`src/rtl/vga_frame_streamer.sv`:
```
// vga_frame_streamer
//   Reads RGB444 pixels in raster order from a frame buffer with a 1-cycle
//   synchronous read port and emits one Avalon-ST packet per frame.
//
// Ports
//   clk, reset        : system clock, asynchronous active-high reset
//   enable            : level, streaming permitted while high (sampled in IDLE
//                       and on DRAIN exit only)
//   rd_addr, rd_en    : frame-buffer read request
//   rd_data           : frame-buffer read data, valid 1 cycle after rd_en
//   src_data/valid/sop/eop, src_ready : Avalon-ST video source
//   frame_done        : 1-cycle pulse when the EOP beat is accepted
//   busy              : high from the first read of a frame until EOP accepted
module vga_frame_streamer #(
  parameter int WIDTH  = 320,
  parameter int HEIGHT = 240,
  parameter int ADDR_W = 17,
  parameter int DATA_W = 12
) (
  input  logic              clk,
  input  logic              reset,
  input  logic              enable,
  output logic [ADDR_W-1:0] rd_addr,
  output logic              rd_en,
  input  logic [DATA_W-1:0] rd_data,
  output logic [DATA_W-1:0] src_data,
  output logic              src_valid,
  input  logic              src_ready,
  output logic              src_sop,
  output logic              src_eop,
  output logic              frame_done,
  output logic              busy
);

  localparam logic [ADDR_W-1:0] LP_LAST    = ADDR_W'(WIDTH * HEIGHT - 1);
  localparam int unsigned       LP_ENTRY_W = DATA_W + 2;

  typedef enum logic [1:0] {
    S_IDLE,
    S_RUN,
    S_DRAIN
  } state_t;

  state_t                r_state;
  state_t                w_state_nxt;

  logic [ADDR_W-1:0]     r_addr;
  logic                  r_inflight;
  logic                  r_tag_sop;
  logic                  r_tag_eop;

  // 2-entry output FIFO, entry = {data, sop, eop}
  logic [LP_ENTRY_W-1:0] r_fifo [2];
  logic                  r_wptr;
  logic                  r_rptr;
  logic [1:0]            r_count;

  logic [LP_ENTRY_W-1:0] w_head;
  logic                  w_valid;
  logic                  w_pop;
  logic                  w_push;
  logic [2:0]            w_level;
  logic                  w_last;
  logic                  w_rd_en;
  logic                  w_frame_done;

  assign w_head  = r_fifo[r_rptr];
  assign w_valid = (r_count != 2'd0);
  assign w_pop   = w_valid & src_ready;
  assign w_push  = r_inflight;
  assign w_last  = (r_addr == LP_LAST);

  // Occupancy a new read will find when it lands: entries left after this
  // cycle's pop plus the read already in flight. Crediting the pop is what
  // allows one read per clock while downstream keeps up; a read issued now
  // still fits even if src_ready drops next cycle.
  assign w_level = {1'b0, r_count} + {2'b00, r_inflight} - {2'b00, w_pop};

  always_comb begin
    w_state_nxt  = r_state;
    w_rd_en      = 1'b0;
    w_frame_done = 1'b0;
    unique case (r_state)
      S_IDLE: begin
        if (enable) w_state_nxt = S_RUN;
      end
      S_RUN: begin
        w_rd_en = (w_level < 3'd2);
        if (w_rd_en && w_last) w_state_nxt = S_DRAIN;
      end
      S_DRAIN: begin
        if (w_pop && w_head[0]) begin
          w_frame_done = 1'b1;
          w_state_nxt  = enable ? S_RUN : S_IDLE;
        end
      end
      default: w_state_nxt = S_IDLE;
    endcase
  end

  always_ff @(posedge clk or posedge reset) begin
    if (reset) begin
      r_state    <= S_IDLE;
      r_addr     <= '0;
      r_inflight <= 1'b0;
      r_tag_sop  <= 1'b0;
      r_tag_eop  <= 1'b0;
    end else begin
      r_state    <= w_state_nxt;
      r_inflight <= w_rd_en;
      r_tag_sop  <= w_rd_en && (r_addr == '0);
      r_tag_eop  <= w_rd_en && w_last;
      if (w_rd_en) r_addr <= w_last ? '0 : r_addr + 1'b1;
    end
  end

  always_ff @(posedge clk or posedge reset) begin
    if (reset) begin
      for (int unsigned i = 0; i < 2; i++) r_fifo[i] <= '0;
      r_wptr  <= 1'b0;
      r_rptr  <= 1'b0;
      r_count <= '0;
    end else begin
      if (w_push) begin
        r_fifo[r_wptr] <= {rd_data, r_tag_sop, r_tag_eop};
        r_wptr         <= ~r_wptr;
      end
      if (w_pop) r_rptr <= ~r_rptr;
      unique case ({w_push, w_pop})
        2'b10:   r_count <= r_count + 2'd1;
        2'b01:   r_count <= r_count - 2'd1;
        default: r_count <= r_count;
      endcase
    end
  end

  assign rd_addr    = r_addr;
  assign rd_en      = w_rd_en;
  assign src_valid  = w_valid;
  assign src_data   = w_valid ? w_head[LP_ENTRY_W-1:2] : '0;
  assign src_sop    = w_valid & w_head[1];
  assign src_eop    = w_valid & w_head[0];
  assign frame_done = w_frame_done;
  assign busy       = (r_state != S_IDLE) && !w_frame_done;

endmodule
```
`config.mk`:
```
export PLATFORM = sky130hd
export DESIGN_NAME = vga_frame_streamer
export DESIGN_NICKNAME = d
export VERILOG_FILES = /design/src/rtl/vga_frame_streamer.sv
export SDC_FILE = /design/constraint.sdc
export NUM_CORES = 1
export LEC_CHECK = 0
export ABC_AREA = 0
export BUFFER_PORTS_ARGS = -buffer_cell sky130_fd_sc_hd__buf_2
export CORE_MARGIN = 4
export CORE_UTILIZATION = 25
export CTS_CLUSTER_SIZE = 12
export DETAILED_ROUTE_END_ITERATION = 6
export PLACE_DENSITY = 0.53
export SLEW_MARGIN = 20
export SYNTH_ARGS = -nofsm -noshare
export SYNTH_HDL_FRONTEND = slang
export SYNTH_SLANG_ARGS = --single-unit
```
`constraint.sdc`:
```
create_clock -name clk -period 7.28 [get_ports clk]
set_input_delay 1.456 -clock clk [delete_from_list [all_inputs] [get_ports clk]]
set_output_delay 1.456 -clock clk [all_outputs]
set_load 0.005 [all_outputs]
```
Word-level counts from Yosys, hierarchy flattened
Cells that the tools add are included.
- output and inout bits: 35
- register bits: 54
- word-level logic and storage cells: 64
- input bits: 16
- equality and inequality tests: 8
- order comparisons: 4
- add/sub/neg operators: 5
- multiplexer cells: 17
- reduce and logical (&&, ||, !) cells: 13
- bitwise gates (word level): 7
- operator list (kind ; number):
    14-bit 2-to-1 mux ; 4
    28-bit bitwise mux ; 1
    17-bit by 1-bit adder with 17-bit output (second input constant) ; 1
    17-bit == test (second input constant) ; 1
    17-bit zero test ; 1
    17-bit 2-to-1 mux ; 1
    14-bit demux with 1-bit select ; 1
    12-bit 2-to-1 mux ; 1
    1-bit logical AND ; 6
    2-bit 2-to-1 mux ; 3
    2-bit inequality test (second input constant) ; 3
    2-bit one-hot mux with 3 select lines ; 1
    2-bit nonzero test ; 3
    2-bit by 1-bit == test with 1-bit output (second input constant) ; 2
    2-bit == test (second input constant) ; 2
    2-bit greater-or-equal comparator (second input constant) ; 2
    1-bit 2-to-1 mux ; 4
    1-bit NOT with 2-bit output ; 2
    2-bit one-hot mux with 2 select lines ; 1
    2-bit by 1-bit adder with 3-bit output ; 1
    1-bit AND ; 3
    3-bit by 2-bit < comparator with 1-bit output (second input constant) ; 1
    3-bit AND reduction ; 1
    3-bit by 1-bit subtractor with 3-bit output ; 1
    other kinds (6) ; 7

Depth between registers and ports, before layout
- depth in word-level cells: 9
- mapped depth: 10
- depth with buffers taken out: 9

Worst setup path before layout
Ideal clock, no wire load.
- path type: input to output
- from: input src_ready
- to: output rd_en
- slack: 2.949 ns
- arrival: 2.875 ns
- path buffers: 0
- data required time: 5.824 ns
- cell stages on the path: 7
- cell sequence: nand2b_1 > nor2_1 > o21ai_0 > fa_1 > nand3b_1 > nand2b_1 > inv_1
- word-level cells in the longest chain between the ends: 4
- ends and longest elaborated chain (item ; RTL line ; RTL):
    start: declaration ; 28 ; input logic src_ready,
    1-bit AND ; 69 ; assign w_pop = w_valid & src_ready;
    3-bit by 1-bit subtractor with 3-bit output ; 77 ; assign w_level = {1'b0, r_count} + {2'b00, r_inflight} - {2'b00, w_pop};
    3-bit by 2-bit < comparator with 1-bit output ; 88 ; w_rd_en = (w_level < 3'd2);
    1-bit 2-to-1 mux ; 83 ; unique case (r_state)
    end: declaration ; 24 ; output logic rd_en,
Every way passes these cells.

Final worst setup path
Ends and elaborated chain as after synthesis.

==> metrics <==
Critical Setup Path Class input pin to output pin; via count approximately 1.9k; P&R area growth vs syn 19.7%; cts bufs inserted 5; Max rail drop VDD 0.154 mV; final setup fails 0; Cell Area, Placed roughly 3000 um2; Yosys reg bits 54; IO Port Bufs 50; power per cell area about 380 nW/um2; Remaining Overflow, GRT 0; CP Max Fanout 7; Slew @ Worst Pin around 900 ps; Via density around 4.6; reg2reg start r_count[1]$_DFFE_PP0P_; critical path capture point type output pin; total track usage around 10%; die area 12,000 um2; Rel. slew slack 40.0%; CP Data Required Time 5820 ps; Non-Filler Instances 410; Synth cell types 37; maxcap violations 0; die height 109 um; vias in the first global route 1,842; Max Slew Vio Count 0; setup slack, reg-to-reg 4310 ps; Slowest-stage cell, CP fa_1; hold depth 1; Hold Buf Count CTS 0; Cell Area, Synth 2570 um2; CP startpoint kind input pin; status finished clean; DP HPWL 4000 um; Antenna Nets Post-Route 0; clk slew on worst S/H paths 100 ps; I/O Pins 51; R2R depth 8; Mean Syn Cell Area approximately 11 um2; post-cts repair resize count 0; hold crit path type flip-flop to flip-flop; final WL 5760 um; LEAKAGE 0.00145 uW; Worst Hold Endpoint r_wptr$_DFFE_PP0P_; post-route cell area ~3100 um2; core footprint 9910 um2; initial antenna violation count 0; Bufs on Longest Clock Path 2; Worst R2R End rd_addr[16]$_DFFE_PP0P_; First-pass DRT Iterations 4; Sink Count between 50 and 60; Post-Synthesis Cells roughly 230; worst skew pair latency 310 ps; Post-Route Setup TNS 0 ps; final hold vios 0; Core Rows 36; GP Congestion 0.808; RSZ-0062 raised after global routing no; hold_sp r_wptr$_DFFE_PP0P_; # placed instances between 400 and 500; fmax 0.210 GHz; delay-heaviest family, CP simple AND/OR/NAND/NOR gates; CP Buf/Inv Count 3; TritonCTS clock tree built; Remaining DRCs 0; postcts setup bufs 0; worst slack, placed 2520 ps; Antenna Cells 0; fill count 1,044; largest net degree at the start of global routing 55; final worst-path cycle share between 60% and 70%; final worst slack 2510 ps; CP Cell Sequence buf_2, nand2b_1, nor2_1, o21ai_0, fa_1, nand3b_1, nand2b_1, inv_1, buf_2; clk_skew 13.4 ps; layout cells sized above 1 ~34%; Initial Utilization 25.9%; Yosys Warn Count 0; drt wl/cell 14.1 um; first-pass GRT wire length 9360 um; final net count 295; syn nets 246; Seq/Total Area, Yosys 52.6%; DR iter-0 viols 98; Tmin final around 4800 ps; H-tree levels 2; WP data arrival 3310 ps; Die W 109 um; Root Buffer clkbuf_8; crit-path max cell delay 520 ps
cell usage in the layout (no fill, tap or decap), types with 2 or more instances in the layout:
master,synthesis,final
inv_1,9,8
o21ai_0,11,11
nand4_1,4,4
nor2_1,23,22
buf_2,1,50
xnor2_1,7,7
nor4_1,4,4
mux2i_1,14,14
clkbuf_8,0,6
xor2_1,7,7
a21oi_1,6,6
or4_1,2,2
nand2_1,9,9
nand2b_1,4,4
dfrtp_1,54,54
nand3_1,7,7
nor3_1,2,2
mux2_2,28,28
or3_1,10,10
ha_1,2,2
cells by family (layout without fill, tap and decap cells):
family | after synthesis | after routing | share of synthesized area [%]
and+or+nand+nor | 73 | 73 | 15.1
DFF | 54 | 54 | 52.6
muxes | 42 | 42 | 17.7
AOI/OAI and AO/OA | 23 | 23 | 5.16
buffers and inverters | 18 | 68 | 2.97
xor gates and xnor gates | 14 | 14 | 4.77
adders and majority gates | 3 | 3 | 1.75
how the worst max path moves through the flow:
stage	startpoint	endpoint	slack (ps)	depth (start not counted)
after CTS	src_ready	rd_en	2510	9
after global routing	src_ready	rd_en	2350	9
after detailed placement	src_ready	rd_en	2520	9
after global placement	src_ready	rd_en	2550	9
final	src_ready	rd_en	2510	9
after floorplan	src_ready	rd_en	2950	7
metrics by stage:
step | hold slack, ps | total power, uW | utilization [%]
detailed placement | 474 | 974 | 29.8
floorplan | 452 | 819 | -
global route | 505 | 1270 | 31.0
finish | 492 | 1170 | 31.0
CTS | 494 | 1190 | 31.0
global placement | 465 | 959 | 29.8
where the power goes:
group          total [uW]  internal, uW  switching, uW  leakage [uW]
clock network         215           113            101     0.0000618
logic                 453           239            214      0.000710
registers             507           405            103      0.000674
metal layers:
layer	track usage (%)	routed length, um
met1	13.2	2810
met2	16.1	2560
met3	3.05	342
met4	2.94	47
met5	0	0
final cells by class:
type,instances,area [um2],share of cell area (%)
multi-input combinational,155,1150,37.3
timing repair buffer,51,258,8.38
clock buffer,6,82.6,2.68
clock inverter,2,38.8,1.26
inverter,9,33.8,1.10
sequential,54,1350,43.9
tap,133,166,5.41
synthesized netlist by cell type:
master    number  area share [%]
nor2_1        23             3.4
buf_2          1            0.19
a21oi_2        1            0.34
a21o_1         1            0.29
buf_1          1            0.15
or2_2          1            0.24
xor2_1         7             2.4
a41oi_1        1            0.34
or4_1          2            0.58
o31ai_1        1            0.29
nor2b_1        1            0.24
and4_1         1            0.34
nor4_1         4            0.97
and3_1         1            0.24
o21ai_0       11             2.1
inv_1          9             1.3
nand3b_1       1            0.29
mux2i_1       14             5.4
nor3_1         2            0.39
or4_4          1            0.44
a21oi_1        6             1.2
a31o_2         1            0.34
nand3_1        7             1.4
nor3_4         1            0.63
mux2_2        28              12
ha_1           2            0.97
nand2_1        9             1.3
dfrtp_1       54              53
xnor2_1        7             2.4
nor3b_1        1            0.29
or3_1         10             2.4
nand2b_1       4            0.97
clkbuf_1       6            0.88
o22ai_1        1            0.24
buf_6          1            0.44
nand4_1        4            0.97
fa_1           1            0.78
flip-flops by register name, summed over array words and instances (netlist names):
| name | flops |
|---|---|
| r_count | 2 |
| r_fifo | 28 |
| r_inflight | 1 |
| r_rptr | 1 |
| r_state | 2 |
| r_tag_eop | 1 |
| r_tag_sop | 1 |
| r_wptr | 1 |
| rd_addr | 17 |
Power figures use the tool's default switching activity.
